### src/rtl/guess_sequencer.sv
// Brute-force candidate generator: odometer over a 62-symbol alphabet from cfg_min_len to cfg_max_len.
// Define GUESS_COUNT_EN to build the saturating accepted-guess counter; otherwise guess_count is tied to 0.
module guess_sequencer #(
    parameter int MAX_LEN      = 16,
    parameter int CHARSET_SIZE = 62
) (
    input  logic                 clk,
    input  logic                 n_rst,
    input  logic                 start,
    input  logic                 abort,
    input  logic [3:0]           cfg_min_len,
    input  logic [3:0]           cfg_max_len,
    input  logic                 guess_ready,
    output logic                 guess_valid,
    output logic [8*MAX_LEN-1:0] guess,
    output logic [3:0]           length,
    output logic                 busy,
    output logic                 done,
    output logic                 cfg_err,
    output logic [47:0]          guess_count
);

    typedef enum logic [1:0] {S_IDLE, S_RUN, S_DONE} state_t;

    state_t                  r_state;
    logic [MAX_LEN-1:0][5:0] r_idx;
    logic [MAX_LEN-1:0][5:0] w_idx_inc;
    logic [3:0]              r_len;
    logic [3:0]              r_max;
    logic                    r_valid;
    logic                    r_busy;
    logic                    r_done;
    logic                    r_cfg_err;
    logic                    w_accept;
    logic                    w_wrap;
    logic                    w_cfg_bad;
    logic                    w_start_ok;

    function automatic logic [7:0] f_char(input logic [5:0] idx);
        if (idx < 6'd26)
            return 8'h61 + {2'b00, idx};
        else if (idx < 6'd52)
            return 8'h41 + {2'b00, idx - 6'd26};
        else
            return 8'h30 + {2'b00, idx - 6'd52};
    endfunction

    assign w_cfg_bad  = (cfg_min_len == 4'd0) || (cfg_min_len > cfg_max_len) ||
                        (int'(cfg_max_len) > MAX_LEN);
    assign w_start_ok = start && (r_state != S_RUN);
    assign w_accept   = (r_state == S_RUN) && r_valid && guess_ready;

    // Ripple the +1 from char 0 upward; w_wrap flags carry out of the top active position.
    always_comb begin
        logic w_carry;
        w_carry   = 1'b1;
        w_wrap    = 1'b0;
        w_idx_inc = r_idx;
        for (int i = 0; i < MAX_LEN; i++) begin
            if ((i < int'(r_len)) && w_carry) begin
                if (r_idx[i] == 6'(CHARSET_SIZE - 1)) begin
                    w_idx_inc[i] = 6'd0;
                    if (i + 1 == int'(r_len))
                        w_wrap = 1'b1;
                end else begin
                    w_idx_inc[i] = r_idx[i] + 6'd1;
                    w_carry      = 1'b0;
                end
            end
        end
    end

    always_comb begin
        guess = '0;
        for (int i = 0; i < MAX_LEN; i++) begin
            if (i < int'(r_len))
                guess[8*i +: 8] = f_char(r_idx[i]);
        end
    end

    always_ff @(posedge clk or negedge n_rst) begin
        if (!n_rst) begin
            r_state   <= S_IDLE;
            r_idx     <= '0;
            r_len     <= 4'd0;
            r_max     <= 4'd0;
            r_valid   <= 1'b0;
            r_busy    <= 1'b0;
            r_done    <= 1'b0;
            r_cfg_err <= 1'b0;
        end else if (abort) begin
            r_state   <= S_IDLE;
            r_idx     <= '0;
            r_len     <= 4'd0;
            r_valid   <= 1'b0;
            r_busy    <= 1'b0;
            r_done    <= 1'b0;
            r_cfg_err <= 1'b0;
        end else begin
            case (r_state)
                S_IDLE, S_DONE: begin
                    if (start) begin
                        if (w_cfg_bad) begin
                            r_state   <= S_DONE;
                            r_valid   <= 1'b0;
                            r_busy    <= 1'b0;
                            r_done    <= 1'b1;
                            r_cfg_err <= 1'b1;
                        end else begin
                            r_state   <= S_RUN;
                            r_idx     <= '0;
                            r_len     <= cfg_min_len;
                            r_max     <= cfg_max_len;
                            r_valid   <= 1'b1;
                            r_busy    <= 1'b1;
                            r_done    <= 1'b0;
                            r_cfg_err <= 1'b0;
                        end
                    end
                end
                S_RUN: begin
                    if (w_accept) begin
                        if (!w_wrap) begin
                            r_idx <= w_idx_inc;
                        end else if (r_len < r_max) begin
                            r_len <= r_len + 4'd1;
                            r_idx <= '0;
                        end else begin
                            r_state <= S_DONE;
                            r_valid <= 1'b0;
                            r_busy  <= 1'b0;
                            r_done  <= 1'b1;
                        end
                    end
                end
                default: r_state <= S_IDLE;
            endcase
        end
    end

    assign guess_valid = r_valid;
    assign length      = r_len;
    assign busy        = r_busy;
    assign done        = r_done;
    assign cfg_err     = r_cfg_err;

`ifdef GUESS_COUNT_EN
    logic [47:0] r_count;

    always_ff @(posedge clk or negedge n_rst) begin
        if (!n_rst)
            r_count <= '0;
        else if (abort)
            r_count <= r_count;
        else if (w_start_ok)
            r_count <= '0;
        else if (w_accept && (r_count != '1))
            r_count <= r_count + 48'd1;
    end

    assign guess_count = r_count;
`else
    assign guess_count = '0;
`endif

endmodule

### config.mk
export PLATFORM = sky130hd
export DESIGN_NAME = guess_sequencer
export DESIGN_NICKNAME = d
export VERILOG_FILES = /design/src/rtl/guess_sequencer.sv
export SDC_FILE = /design/constraint.sdc
export NUM_CORES = 1
export LEC_CHECK = 0
export ABC_CLOCK_PERIOD_IN_PS = 4840
export BUFFER_PORTS_ARGS = -buffer_cell sky130_fd_sc_hd__buf_2
export CAP_MARGIN = 25
export CORE_MARGIN = 1.5
export CORE_UTILIZATION = 35
export CTS_CLUSTER_DIAMETER = 30
export DETAILED_ROUTE_END_ITERATION = 16
export HOLD_SLACK_MARGIN = 0.15
export PLACE_DENSITY = 0.54
export SLEW_MARGIN = 15
export SYNTH_ARGS = -nofsm -noshare
export SYNTH_HDL_FRONTEND = slang
export SYNTH_SLANG_ARGS = --single-unit
### constraint.sdc
create_clock -name clk -period 4.84 [get_ports clk]
set_input_delay 0.484 -clock clk [delete_from_list [all_inputs] [get_ports clk]]
set_output_delay 0.484 -clock clk [all_outputs]
set_load 0.005 [all_outputs]
**After elaboration in Yosys (flattened, before gate mapping)**

Cells that the tools add are included.
Widths: inputs -> output; s select.

- Register bits after elaboration: 103
- Output and inout bits: 184
- Word-level logic and storage cells: 443

- Add/subtract/negate cells: 91
- Magnitude comparators: 47
- Eq/ne operators: 54
- Mux-type cells: 185
- Bitwise gates (word level): 2
- Reductions and logical operators: 43

Operators with widths:

| operator | count |
|---|---|
| $mux 90 | 6 |
| $mux 8 | 45 |
| $add 7x6->8 const A | 30 |
| $mux 6 | 30 |
| $pmux 90 s2 | 1 |
| $add 6x6->7 const A | 15 |
| $reduce_and 6->1 | 16 |
| $add 6x1->6 const B | 15 |
| $eq 6x6->1 const B | 15 |
| $lt 6x5->1 const B | 15 |
| $lt 6x6->1 const B | 15 |
| $sub 6x5->6 const B | 15 |
| $sub 6x6->6 const B | 15 |
| $mux 1 | 87 |
| $ne 4x3->1 const B | 16 |
| $eq 4x4->1 const A | 8 |
| $lt 4x4->1 const A | 7 |
| $mux 4 | 6 |
| $eq 3x4->1 const A | 4 |
| $logic_and 1x1->1 | 16 |
| $lt 3x4->1 const A | 4 |
| $ne 3x3->1 const B | 5 |
| $mux 2 | 6 |
| $eq 2x4->1 const A | 2 |
| other kinds (22) | 28 |

**Longest topological paths before layout**

- Depth after elaboration: 50
- Gate-level depth with buffers: 16

**Worst setup path before layout**

OpenSTA, ideal clock, no wires.

- Kind: register -> register
- From: register r_len[1], in the netlist length[1]
- To: register r_idx[79] (netlist name)
- Setup time: 0.125 ns
- Arrival time: 3.451 ns
- Data required time: 4.715 ns
- Slack: 1.264 ns
- Stages on the path, launching flop included: 15
- Path through: dfrtp_1 > clkbuf_1 > inv_1 > ha_1 > or3b_1 > buf_2 > a222oi_1 > o211ai_1 > nor3b_2 > a21oi_2 > a211oi_2 > nand2b_1 > buf_6 > a21o_1 > mux2_2

- Longest elaborated chain between the ends: 50
- Elaborated cells on any way between the ends: 124
- Those cells by class: 16 x order compare; 17 x eq/ne; 76 x mux; 15 x reduce/logical

RTL lines:

| what | RTL line | RTL |
|---|---|---|
| from (decl) | 28 | `logic [3:0] r_len;` |
| from (signal assigned) | 112 | `r_len <= cfg_min_len;` |
| from (signal assigned) | 126 | `r_len <= r_len + 4'd1;` |
| $eq 2x4->1 | 63 | `if (i + 1 == int'(r_len))` |
| $mux 1 | 63 |  |
| $mux 1 | 61 | `if (r_idx[i] == 6'(CHARSET_SIZE - 1)) begin` |
| $mux 1 | 60 | `if ((i < int'(r_len)) && w_carry) begin` |
| $mux 1 | 63 |  |
| $mux 1 | 61 |  |
| $mux 1 | 60 |  |
| $mux 1 | 63 |  |
| [... 34 more ...] | n/a |  |
| $mux 1 | 60 |  |
| $mux 1 | 63 |  |
| $mux 1 | 61 |  |
| $mux 1 | 60 |  |
| $mux 90 | 123 | `if (!w_wrap) begin` |
| $mux 90 | 122 | `if (w_accept) begin` |
| $pmux 90 s2 | 100 | `case (r_state)` |
| $mux 90 | 91 | `end else if (abort) begin` |
| to (signal assigned) | 124 | `r_idx <= w_idx_inc;` |
| to (decl) | 26 | `logic [MAX_LEN-1:0][5:0] r_idx;` |

Several ways; a longest one is shown, not always the timed one. The select of a mux whose other input is x is not followed.
A chain may end at the register's enable or synchronous reset.

**Worst setup path after layout**

- From: register r_len[1], in the netlist length[1]
- To: register r_idx[68] (netlist name)

The elaborated chain is that of the path after synthesis.

==> results.cfg <==
[status]
outcome = completed

[cells_and_area]
fillerInstances = 3839
area_occupied_by_registers_um2 = 2580
fin_nets = 2003
finish.cell_count_without_fillers = 2317
layout.cells.most_common_list = nand2_1, nor2_1, o21ai_0
area_added_between_synthesis_and_finish_pct = 8.78
multi_input_comb_area_um2 = 9650
share_of_cells_above_drive_strength_1_pct = 10.8
layout.cells.most_common = nand2_1
insertedDiodeCount = 0

[logic_synthesis]
synth.distinct_cells = 77
async_flop_share_pct = 100
synth-edff-count = 0
yosys_most_used_dff = dfrtp_1
mappedNetlistArea_um2 = 13100
syn-instance-count = 1766
yosysSeqAreaShare_pct = 19.7
synth.yosys.warnings = 0
synth.ff_latch_count = 103
syn_area_per_cell_um2 = 7.40

[global_routing]
global_route_wire_length_before_repair_mm = 65.3
largest_net_degree_at_the_start_of_global_routing = 69
grtUsageTotal_pct = 20.6
grt_antenna_before_repair = 0
via_count_of_the_first_global_routing_pass = 12180
grt_overflow_total = 0

[worst_setup_path]
critical_path_required_ps = 5080
crit_path_end_kind = flop
worst-setup-path-type = flop to flop
timing.critical_path.from_type = flop
cp_data_arrival_time_ps = 4630
crit_path_max_fanout = 17

[route]
drc_viols = 0
drt_first_pass_iters = 5
drt_first_iter_violations = 1030
postRouteWirelength_mm = 40.0
wl_per_cell_um = 17.3
route.vias.total = 13066
ant_nets = 0
post_drt_via_cell_ratio = 5.64

[clocking]
tritoncts_clock_tree = done
cts.htree.levels = 3
post_cts_resize_count = 0
clock-sinks = 103
worst_skew_pair.late_latency_ps = 360
clk_transition_reported_paths_ps = 80
cts_made_buffers = 9
post-cts-setup-buffer-count = 0
clk_path_buf_depth = 2
cts-root-buf = clkbuf_16
cts_hold_repair.buffers = 0

[timing]
timing.clock.skew_ps = 5.38
setup_viol_count_final = 0
setup-tns-final_ps = 0
final.period_utilization_pct = 90.8
timing.slew.headroom_pct = 31.0
fmax_mhz = 228
slew_viol_final = 0
setup_repair_after_global_routing_missed_its_margin = no
post_route_minimum_period_ps = 4390
tightest_slew_ps = 1030
finalHoldViolations = 0

[placement]
placed_cells = 2301
routability_congestion_estimate_from_global_placement = 0.848
hpwl_mm = 30.8
io_buffer_count = 140

[power_and_ir_drop]
static_leak_nw = 6.22
total_power_mw = 3.08
power-per-cell-area_nw_per_um2 = 217
irDropWorstVdd_uv = 216

[floorplanning]
initial_core_util_pct = 35.6
die_outline_area_um2 = 38500
io_pins = 197
placementRows = 70
chipWidth_um = 196
die-height_um = 196
core_area_um2 = 36700

[min_path]
hold_path_class = primary input to async pin

[flow_run]
maxCapViolCount = 0
==> cell type report <==
cell class / count / area share (%)
well taps: 468 / 4.12
flip-flops and latches: 103 / 18.1
repair buffers: 160 / 6.09
multi-input cells: 1506 / 67.9
inverters: 64 / 1.69
clock buffers: 10 / 1.61
clock inverters: 6 / 0.493
==> kinds of logic (layout without fill, tap and decap cells) <==
family,count (synthesis),after routing,share of synthesized area (%)
mux,7,7,0.565
buf+inv,212,240,8.13
xor+xnor,131,131,8.78
compound gates,546,546,26.0
simple gates,620,620,22.8
fa+ha+maj,146,146,14.0
flops,103,103,19.7
other cells,1,56,0.0287
==> synthesized netlist by cell type, drive strengths merged (20+ instances only) <==
cell / count / area (um^2)
clkbuf: 71 / 270
nand2b: 28 / 175
o41ai: 21 / 184
nor2: 164 / 623
inv: 64 / 240
nand4: 45 / 282
a31oi: 28 / 175
nor3: 56 / 280
and2: 20 / 125
dfrtp: 103 / 2580
xor2: 67 / 587
buf: 77 / 552
o21ai: 184 / 921
nand2: 185 / 694
nor2b: 28 / 175
ha: 146 / 1830
xnor2: 64 / 561
a21oi: 141 / 709
a211oi: 28 / 215
nand3: 27 / 135
==> per-stage QoR <==
stage / instance area, um^2 / hold slack [ps] / worst slack [ps] / utilization [%]
after global placement: 13900 / 528 / 702 / 37.9
after floorplan: 13300 / 188 / 1260 / -
after CTS: 14200 / 288 / 518 / 38.8
after global routing: 14200 / 322 / 170 / 38.8
after detailed placement: 13900 / 532 / 520 / 37.9
final: 14200 / 252 / 446 / 38.8
==> sequential cells by signal, indices dropped and copies added (netlist names) <==
name / cells
busy: 1
cfg_err: 1
done: 1
length: 4
r_idx: 90
r_max: 4
r_state: 2
==> power breakdown <==
| part | internal [mW] | switching (mW) | total, mW | leakage, nW |
|---|---|---|---|---|
| clock network | 0.406 | 0.368 | 0.774 | 0.147 |
| registers | 0.902 | 0.0847 | 0.987 | 1.42 |
| logic | 0.427 | 0.894 | 1.32 | 4.65 |
| total | 1.74 | 1.35 | 3.08 | 6.22 |
==> metal layers <==
| layer | up-vias | part of all wire (%) | track usage, % |
|---|---|---|---|
| met5 | - | 0 | 0 |
| met4 | 0 | 2.2 | 6.10 |
| met3 | 52 | 4.8 | 2.25 |
| met2 | 340 | 45 | 33.1 |
| met1 | 6246 | 48 | 28.9 |
| li1 | 6428 | - | - |
==> worst paths after layout <==
check,startpoint,end,slack [ps],cells past startpoint
max,length[1],r_idx[68],450,12
min,n_rst,r_idx[25],250,1
max reg2reg,length[1],r_idx[68],450,12
min reg2reg,r_max[0],r_max[0],560,1
max in group asynchronous,n_rst,r_state[1],3510,2
min in group clk,cfg_max_len[3],r_max[3],380,3
==> worst max-delay path: stages (launching register included) <==
cell       delay, ps
dfrtp_1          490
inv_1            150
ha_1             320
or3b_1           530
a222oi_1         500
o211ai_1         360
nor3b_2          380
a21oi_2          150
a211oi_2         330
nand2b_2         430
buf_4            310
a2bb2oi_1        190
o22ai_1           80
Note: power is estimated with default switching activity, not from simulation.
